<file path="config.mk">
export PLATFORM = sky130hd
export DESIGN_NAME = term_char_writer
export DESIGN_NICKNAME = d
export VERILOG_FILES = /design/src/rtl/term_char_writer.sv
export SDC_FILE = /design/constraint.sdc
export NUM_CORES = 1
export LEC_CHECK = 0
export ABC_AREA = 1
export CORE_AREA = 2 2 91 75
export DETAILED_ROUTE_END_ITERATION = 6
export DIE_AREA = 0 0 93 77
export GPL_ROUTABILITY_DRIVEN = 0
export HOLD_SLACK_MARGIN = 0.1
export PLACE_DENSITY_LB_ADDON = 0.08
export RECOVER_POWER = 25
export SYNTH_ARGS = -nofsm -noshare
export SYNTH_HDL_FRONTEND = slang
export SYNTH_SLANG_ARGS = --single-unit
export TNS_END_PERCENT = 20
</file>
<file path="constraint.sdc">
create_clock -name clk -period 3.8 [get_ports clk]
set_input_delay 0.76 -clock clk [delete_from_list [all_inputs] [get_ports clk]]
set_output_delay 0.76 -clock clk [all_outputs]
set_load 0.01 [all_outputs]
</file>
<file path="src/rtl/term_char_writer.sv">
// Terminal text engine feeding the 64x32 character buffer write port.
// Interprets CR/LF/BS/FF, writes printable bytes, scrolls by row offset.
//
// Ports:
//   clk, rst_n            clock, async active-low reset
//   rx_data/valid/ready   incoming byte handshake (ready only in IDLE)
//   wr_en/addr/data       buffer write port, addr = {phys_row, col}
//   cursor_col/row        logical cursor (row 0 = top of screen)
//   scroll_row            physical buffer row shown at screen top
module term_char_writer #(
    parameter int         COLS = 64,
    parameter int         ROWS = 32,
    parameter logic [7:0] FILL = 8'h20
) (
    input  logic                              clk,
    input  logic                              rst_n,
    input  logic [7:0]                        rx_data,
    input  logic                              rx_valid,
    output logic                              rx_ready,
    output logic                              wr_en,
    output logic [$clog2(ROWS)+$clog2(COLS)-1:0] wr_addr,
    output logic [7:0]                        wr_data,
    output logic [$clog2(COLS)-1:0]           cursor_col,
    output logic [$clog2(ROWS)-1:0]           cursor_row,
    output logic [$clog2(ROWS)-1:0]           scroll_row
);

    localparam int CW = $clog2(COLS);
    localparam int RW = $clog2(ROWS);
    localparam int AW = RW + CW;

    localparam logic [CW-1:0] COL_MAX = CW'(COLS - 1);
    localparam logic [RW-1:0] ROW_MAX = RW'(ROWS - 1);

    typedef enum logic [1:0] {
        IDLE,
        CLR_LINE,
        CLR_SCREEN
    } state_t;

    state_t        state;
    logic [AW-1:0] clr_addr;
    logic          clr_done;

    logic          accept;
    logic          printable;
    logic          is_cr;
    logic          is_lf;
    logic          is_bs;
    logic          is_ff;
    logic          clr_last;
    logic [RW-1:0] phys_row;

    assign accept    = rx_valid && rx_ready;
    assign printable = (rx_data >= 8'h20) && (rx_data != 8'h7F);
    assign is_cr     = (rx_data == 8'h0D);
    assign is_lf     = (rx_data == 8'h0A);
    assign is_bs     = (rx_data == 8'h08);
    assign is_ff     = (rx_data == 8'h0C);
    assign phys_row  = cursor_row + scroll_row;

    // Line clear ends at the last column; screen clear at the last cell.
    assign clr_last = (state == CLR_SCREEN) ? (&clr_addr)
                                            : (&clr_addr[CW-1:0]);

    always_ff @(posedge clk or negedge rst_n) begin
        if (!rst_n) begin
            state      <= IDLE;
            cursor_col <= '0;
            cursor_row <= '0;
            scroll_row <= '0;
            wr_en      <= 1'b0;
            wr_addr    <= '0;
            wr_data    <= FILL;
            rx_ready   <= 1'b1;
            clr_addr   <= '0;
            clr_done   <= 1'b0;
        end else begin
            unique case (state)
                IDLE: begin
                    wr_en <= 1'b0;
                    if (accept) begin
                        unique case (1'b1)
                            printable: begin
                                wr_en      <= 1'b1;
                                wr_addr    <= {phys_row, cursor_col};
                                wr_data    <= rx_data;
                                cursor_col <= cursor_col + 1'b1;
                                if (cursor_col == COL_MAX) begin
                                    if (cursor_row != ROW_MAX) begin
                                        cursor_row <= cursor_row + 1'b1;
                                    end else begin
                                        // Char write goes out first; the
                                        // clear starts on the next cycle.
                                        scroll_row <= scroll_row + 1'b1;
                                        clr_addr   <= {scroll_row, {CW{1'b0}}};
                                        clr_done   <= 1'b0;
                                        rx_ready   <= 1'b0;
                                        state      <= CLR_LINE;
                                    end
                                end
                            end
                            is_cr: cursor_col <= '0;
                            is_lf: begin
                                if (cursor_row != ROW_MAX) begin
                                    cursor_row <= cursor_row + 1'b1;
                                end else begin
                                    // First clear write issued right away
                                    // so the busy window is exactly COLS.
                                    scroll_row <= scroll_row + 1'b1;
                                    wr_en      <= 1'b1;
                                    wr_addr    <= {scroll_row, {CW{1'b0}}};
                                    wr_data    <= FILL;
                                    clr_addr   <= {scroll_row, CW'(1)};
                                    clr_done   <= 1'b0;
                                    rx_ready   <= 1'b0;
                                    state      <= CLR_LINE;
                                end
                            end
                            is_bs: begin
                                if (cursor_col != '0)
                                    cursor_col <= cursor_col - 1'b1;
                            end
                            is_ff: begin
                                cursor_col <= '0;
                                cursor_row <= '0;
                                scroll_row <= '0;
                                wr_en      <= 1'b1;
                                wr_addr    <= '0;
                                wr_data    <= FILL;
                                clr_addr   <= AW'(1);
                                clr_done   <= 1'b0;
                                rx_ready   <= 1'b0;
                                state      <= CLR_SCREEN;
                            end
                            default: ;
                        endcase
                    end
                end
                CLR_LINE, CLR_SCREEN: begin
                    if (clr_done) begin
                        wr_en    <= 1'b0;
                        rx_ready <= 1'b1;
                        state    <= IDLE;
                    end else begin
                        wr_en    <= 1'b1;
                        wr_addr  <= clr_addr;
                        wr_data  <= FILL;
                        clr_addr <= clr_addr + 1'b1;
                        clr_done <= clr_last;
                    end
                end
                default: state <= IDLE;
            endcase
        end
    end

endmodule

</file>
==> results of run 1 <==
## layer usage
layer / track usage / part of all wire / wire [um] / vias to the layer above
met3: 0.0363 / 0.048 / 404 / 9
li1: - / - / - / 1625
met4: 0.0485 / 0.0097 / 82 / 0
met5: 0 / 0 / 0 / -
met1: 0.375 / 0.49 / 4170 / 1484
met2: 0.388 / 0.45 / 3840 / 100
## per-stage QoR
stage / cell area (um^2) / power, mW / hold WS (ns) / cells
2_1_floorplan: 3360 / 0.570 / 0.463 / 472
6_report: 3980 / 0.924 / 0.478 / 603
4_1_cts: 3990 / 0.929 / 0.421 / 603
3_3_place_gp: 3890 / 0.597 / 0.460 / 595
3_5_place_dp: 3890 / 0.598 / 0.462 / 595
5_1_grt: 3980 / 0.955 / 0.509 / 603
## flip-flops by register name (all words and copies together) (netlist names)
signal and flops:
wr_data 8, cursor_row 5, wr_en 1, state 2, clr_addr 11, scroll_row 5
clr_done 1, wr_addr 11, rx_ready 1, cursor_col 6
## worst max-delay path: stages, from the launching register on
cell,delay (ns)
dfrtp_1,0.42
inv_1,0.06
ha_1,0.68
clkinv_1,0.80
nand3_1,0.29
o21ai_0,0.13
a21oi_1,0.23
o21ai_1,0.10
## worst min path at each step
| stage | endpoint | slack (ns) | depth (start not counted) | startpoint |
|---|---|---|---|---|
| floorplan | clr_addr[0] | 0.46 | 0 | rst_n |
| global placement | wr_data[5] | 0.46 | 2 | wr_data[5] |
| detailed placement | wr_data[5] | 0.46 | 2 | wr_data[5] |
| CTS | wr_addr[10] | 0.42 | 1 | rst_n |
| global route | wr_data[5] | 0.51 | 2 | wr_data[5] |
| finish | wr_data[5] | 0.48 | 2 | wr_data[5] |
## power by group through the flow
stage               combinational [mW]  sequential (mW)  clock, mW
floorplan                       0.0164            0.553          0
global placement                0.0443            0.553          0
detailed placement              0.0448            0.553          0
CTS                             0.0449            0.542      0.342
global route                    0.0493            0.543      0.363
finish                          0.0439            0.542      0.338
## kinds of logic after synthesis
group	Yosys count	share of synthesized area
AND/OR/NAND/NOR	280	0.362
AO/OA/AOI/OAI	52	0.0874
buffers and inverters	60	0.0759
adder cells (fa/ha/maj)	15	0.0580
XOR/XNOR	14	0.0364
flip-flops	51	0.380
## final cells by class
type / instances / area [um^2]
repair buffers: 50 / 483
clock buffers: 6 / 82.6
inverters: 49 / 184
fillers: 590 / 2270
clock inverters: 2 / 16.3
flip-flops and latches: 51 / 1280
well taps: 84 / 105
multi-input cells: 361 / 1830
## cell usage in the layout (no fill, tap or decap), drive strengths merged
cell	n
o21ai	30
fa	1
o211ai	3
dfstp	2
clkdlybuf4s50	46
nand3	51
nand2	173
nor3b	1
clkinvlp	1
clkbuf	8
clkinv	2
o2bb2ai	1
dfrtp	49
nor4	1
inv	48
a22oi	4
buf	2
nand4	8
a21oi	10
xor2	11
a31oi	1
o31ai	1
o21bai	2
ha	14
nor3	7
nand3b	4
xnor2	3
nor2	35
==> impl_metrics.toml, run 1 <==
[power_and_ir_drop]
combPwrFrac = 0.048
p_clk_frac = 0.366
p_seq_frac = 0.587
leakagePower_nw = 2.02
swShare = 0.237
intPower_mw = 0.705
switching_power_mw = 0.219
cellPowerDensity_nw_per_um2 = 232
vdd_drop_max_uv = 135

[synthesis]
yosys-top-cells-area = "dfrtp_1, nand2_1, nand3_1"
synth-main-ff-cell = "dfrtp_1"
syn_area_um2 = 3360
syn-instance-count = 472
synth_cell_types = 37
yosys.cell_count.top_type = "nand2_1"
ys_seq_elements = 51
ys_async_sr_fraction = 1.00
ys_seq_area_frac = 0.380
yosysTopAreaCell = "dfrtp_1"
synth_edf_count = 0
yosysWarnings = 0
synth_nets = 498
synth_area_per_cell_um2 = 7.13
yosys.area.top_type_share = 0.364
synth_common_cells = "nand2_1, nand3_1, dfrtp_1"

[critical_path]
r2r-start = "state[1]"
critPathKind = "flop to flop"
reg2reg_depth = 7
crit_path_max_fanout = 27
crit_path_start = "state[1]"
crit-reg2reg-capture = "wr_addr[10]"
cp-endpoint = "wr_addr[10]"
required_ns = 4.00
regToRegSetupSlack_ns = 0.97
worstPathArrival_ns = 3.04
crit_path_start_kind = "flop"
end_kind = "flop"

[detailed_routing]
ant_nets = 0
drc_errors = 0
wirelength_mm = 8.50
drt-pass1-iter-count = 4
via_count = 3218
drtIter0Drc = 186
vias_per_cell = 5.34
routedWlPerCell_um = 14.1

[clocking]
clk_latency_ns = 0.31
clk_pin_slew_ns = 0.10
cts_buffer_depth = 2
post_cts_buffers = 0
root_buffer = "clkbuf_8"
cts_buffers = 5
cts-resized-gates = 0
cts_sinks = 51
htree_levels = 2
cts_tree = "done"
ctsHoldBuffers = 0

[global_routing]
grt_max_degree = 30
grtUsageTotal = 0.250
overflow = 0
grt_pass1_vias = 3027
antenna_found_initial = 0
grt_first_pass_wirelength_mm = 14.4

[floorplanning]
core_um2 = 6250
rows = 26
ios = 48
die_h_um = 77
die_w_um = 93
dieArea_um2 = 7160
initial_core_util = 0.539

[timing]
setup_slack_ns = 0.966
finalSetupTns_ns = 0
max_freq_mhz = 353
setup_viol = 0
skew_ns = 0.00984
slew_headroom = -0.0327
worst_pin_slew_ns = 1.55
final.min_clock_period_ns = 2.83
fin_crit_sh = 0.746
hold_viol = 0
finalMaxSlewViolations = 30
rsz0062_at_grt = "false"

[finish]
antennaDiodeCount = 0
drive_gt1_frac = 0.0482
nets = 544
area_growth_pct = 18.3
utilization = 0.637

[status]
violations = "capacitance limit, slew limit"
outcome = "finished with violations"

[placed_design]
dp_slack_ns = 0.787
dp_hpwl_mm = 6.39
portBuffers = 47

[job]
drv_cap = 1

[hold_path]
hold_class = "flop to flop"
Note: power is estimated with default switching activity, not from simulation.
==> inputs of run 2 (changes only) <==
- clock period: 3.8 -> 2.7 ns (I/O delays scaled with it)
==> impl_metrics.toml, run 2 (synthesis gave the netlist of run 1 again) <==
[detailed_routing]
wirelength_mm = 8.80
drtIter0Drc = 275
via_count = 3364
vias_per_cell = 5.50
ant_nets = 0
drt-pass1-iter-count = 5
routedWlPerCell_um = 14.4
drc_errors = 0

[critical_path]
required_ns = 2.95
cp_slowest_cell = "clkdlybuf4s50_1"
critPathMaxStageDelay_ns = 0.48
worstPathArrival_ns = 2.64
end_kind = "flop"
worstPathCellList = "clkdlybuf4s50_1, inv_2, nand2_2, nor2_1, nand2_1, inv_1, ha_1, nand2_1, inv_1, nand2_1, nand2_1, inv_1, nand2_1, nand2_1, nand3_1, nand2_1"
crit_path_max_fanout = 6
critPathKind = "input port to flop"
crit_path_start_kind = "input port"
crit_top_cell = "nand2_1"

[global_routing]
grt_first_pass_wirelength_mm = 14.7
grtUsageMet3 = 0.0383
grtUsageTotal = 0.257
use_met2 = 0.355
grt-busiest-layer = "met1"
antenna_found_initial = 0
grtUsageMet1 = 0.406
overflow = 0
grt_max_degree = 34
grt_pass1_vias = 3008

[clocking]
htree_levels = 2
clk_latency_ns = 0.32
cts_tree = "done"
ctsHoldBuffers = 0
cts_sinks = 51
cts_buffers = 5
cts_buffer_depth = 2
post_cts_buffers = 0
cts-resized-gates = 0
clk_pin_slew_ns = 0.10
root_buffer = "clkbuf_8"

[floorplanning]
dieArea_um2 = 7160
ios = 48
rows = 26
die_w_um = 93
initial_core_util = 0.539
core_um2 = 6250
die_h_um = 77

[finish]
fin_cells = 612
nets = 553
largest_registers = "clr_addr: 11 flops, wr_addr: 11 flops, wr_data: 8 flops"
drive_gt1_frac = 0.0644
antennaDiodeCount = 0
area_growth_pct = 20.8
layout_commonest_cell = "nand2_1"
layout_common_cells = "nand2_1, nand3_1, dfrtp_1"
fillers = 570

[power_and_ir_drop]
leakagePower_nw = 2.07
vdd_drop_max_uv = 303
total_power_mw = 1.39
cellPowerDensity_nw_per_um2 = 342

[status]
outcome = "finished with violations"
violations = "capacitance limit, slew limit"

[hold_path]
hold_class = "flop to flop"

[timing]
hold_viol = 0
skew_ns = 0.0119
fin_crit_sh = 0.883
slew_headroom = -0.208
rsz0062_at_grt = "false"
max_freq_mhz = 419
finalMaxSlewViolations = 34
finalSetupTns_ns = 0
setup_viol = 0
worst_pin_slew_ns = 1.81
final.min_clock_period_ns = 2.38

[job]
drv_cap = 1

[placed_design]
place_inst = 604
portBuffers = 47
dp_hpwl_mm = 6.48
==> run 2: layout make-up <==
cell class | instances | area, um^2 | area share
multi-input combinational | 361 | 1830 | 0.450
sequential | 51 | 1280 | 0.315
tap | 84 | 105 | 0.0259
clock inverter | 3 | 46.3 | 0.0114
timing repair buffer | 59 | 551 | 0.135
clock buffer | 5 | 68.8 | 0.0169
inverter | 49 | 184 | 0.0453
==> run 2: routing by layer <==
metal  routed length [um]  share of wire  vias up
li1                     -              -     1638
met1                 4260           0.48     1570
met2                 3760           0.43      131
met3                  575          0.065       25
met4                  205          0.023        0
met5                    0              0        -
==> run 2: critical path, delay by kind of cell <==
| kind | cells | cell delay [ns] |
|---|---|---|
| and+or+nand+nor | 10 | 0.93 |
| adders and majority gates | 1 | 0.27 |
| buffers and inverters | 5 | 0.87 |
==> run 2: per-stage QoR <==
stage	setup WS, ns	area (um^2)	util	hold WS, ns
after floorplan	0.749	3360	-	0.244
after global placement	0.0867	3950	0.633	0.465
after detailed placement	0.0121	3950	0.633	0.462
after CTS	0.363	4070	0.651	0.297
after global routing	0.138	4060	0.651	0.513
final	0.315	4060	0.651	0.474
==> run 2: final timing paths <==
| path | cells past startpoint | endpoint | slack [ns] | from |
|---|---|---|---|---|
| worst min register to register | 2 | wr_data[5] | 0.47 | wr_data[5] |
| worst max register to register | 10 | wr_data[3] | 0.46 | cursor_row[1] |
| worst max-delay path | 16 | cursor_col[5] | 0.32 | rx_data[1] |
| max in group asynchronous | 2 | rx_ready | 0.83 | rst_n |
| worst min-delay path | 2 | wr_data[5] | 0.47 | wr_data[5] |
| min in group asynchronous | 1 | scroll_row[2] | 0.70 | rst_n |
==> run 2: power by group <==
| group | internal, mW | switching, mW |
|---|---|---|
| logic | 0.0226 | 0.0432 |
| clock network | 0.280 | 0.280 |
| registers | 0.763 | 0 |
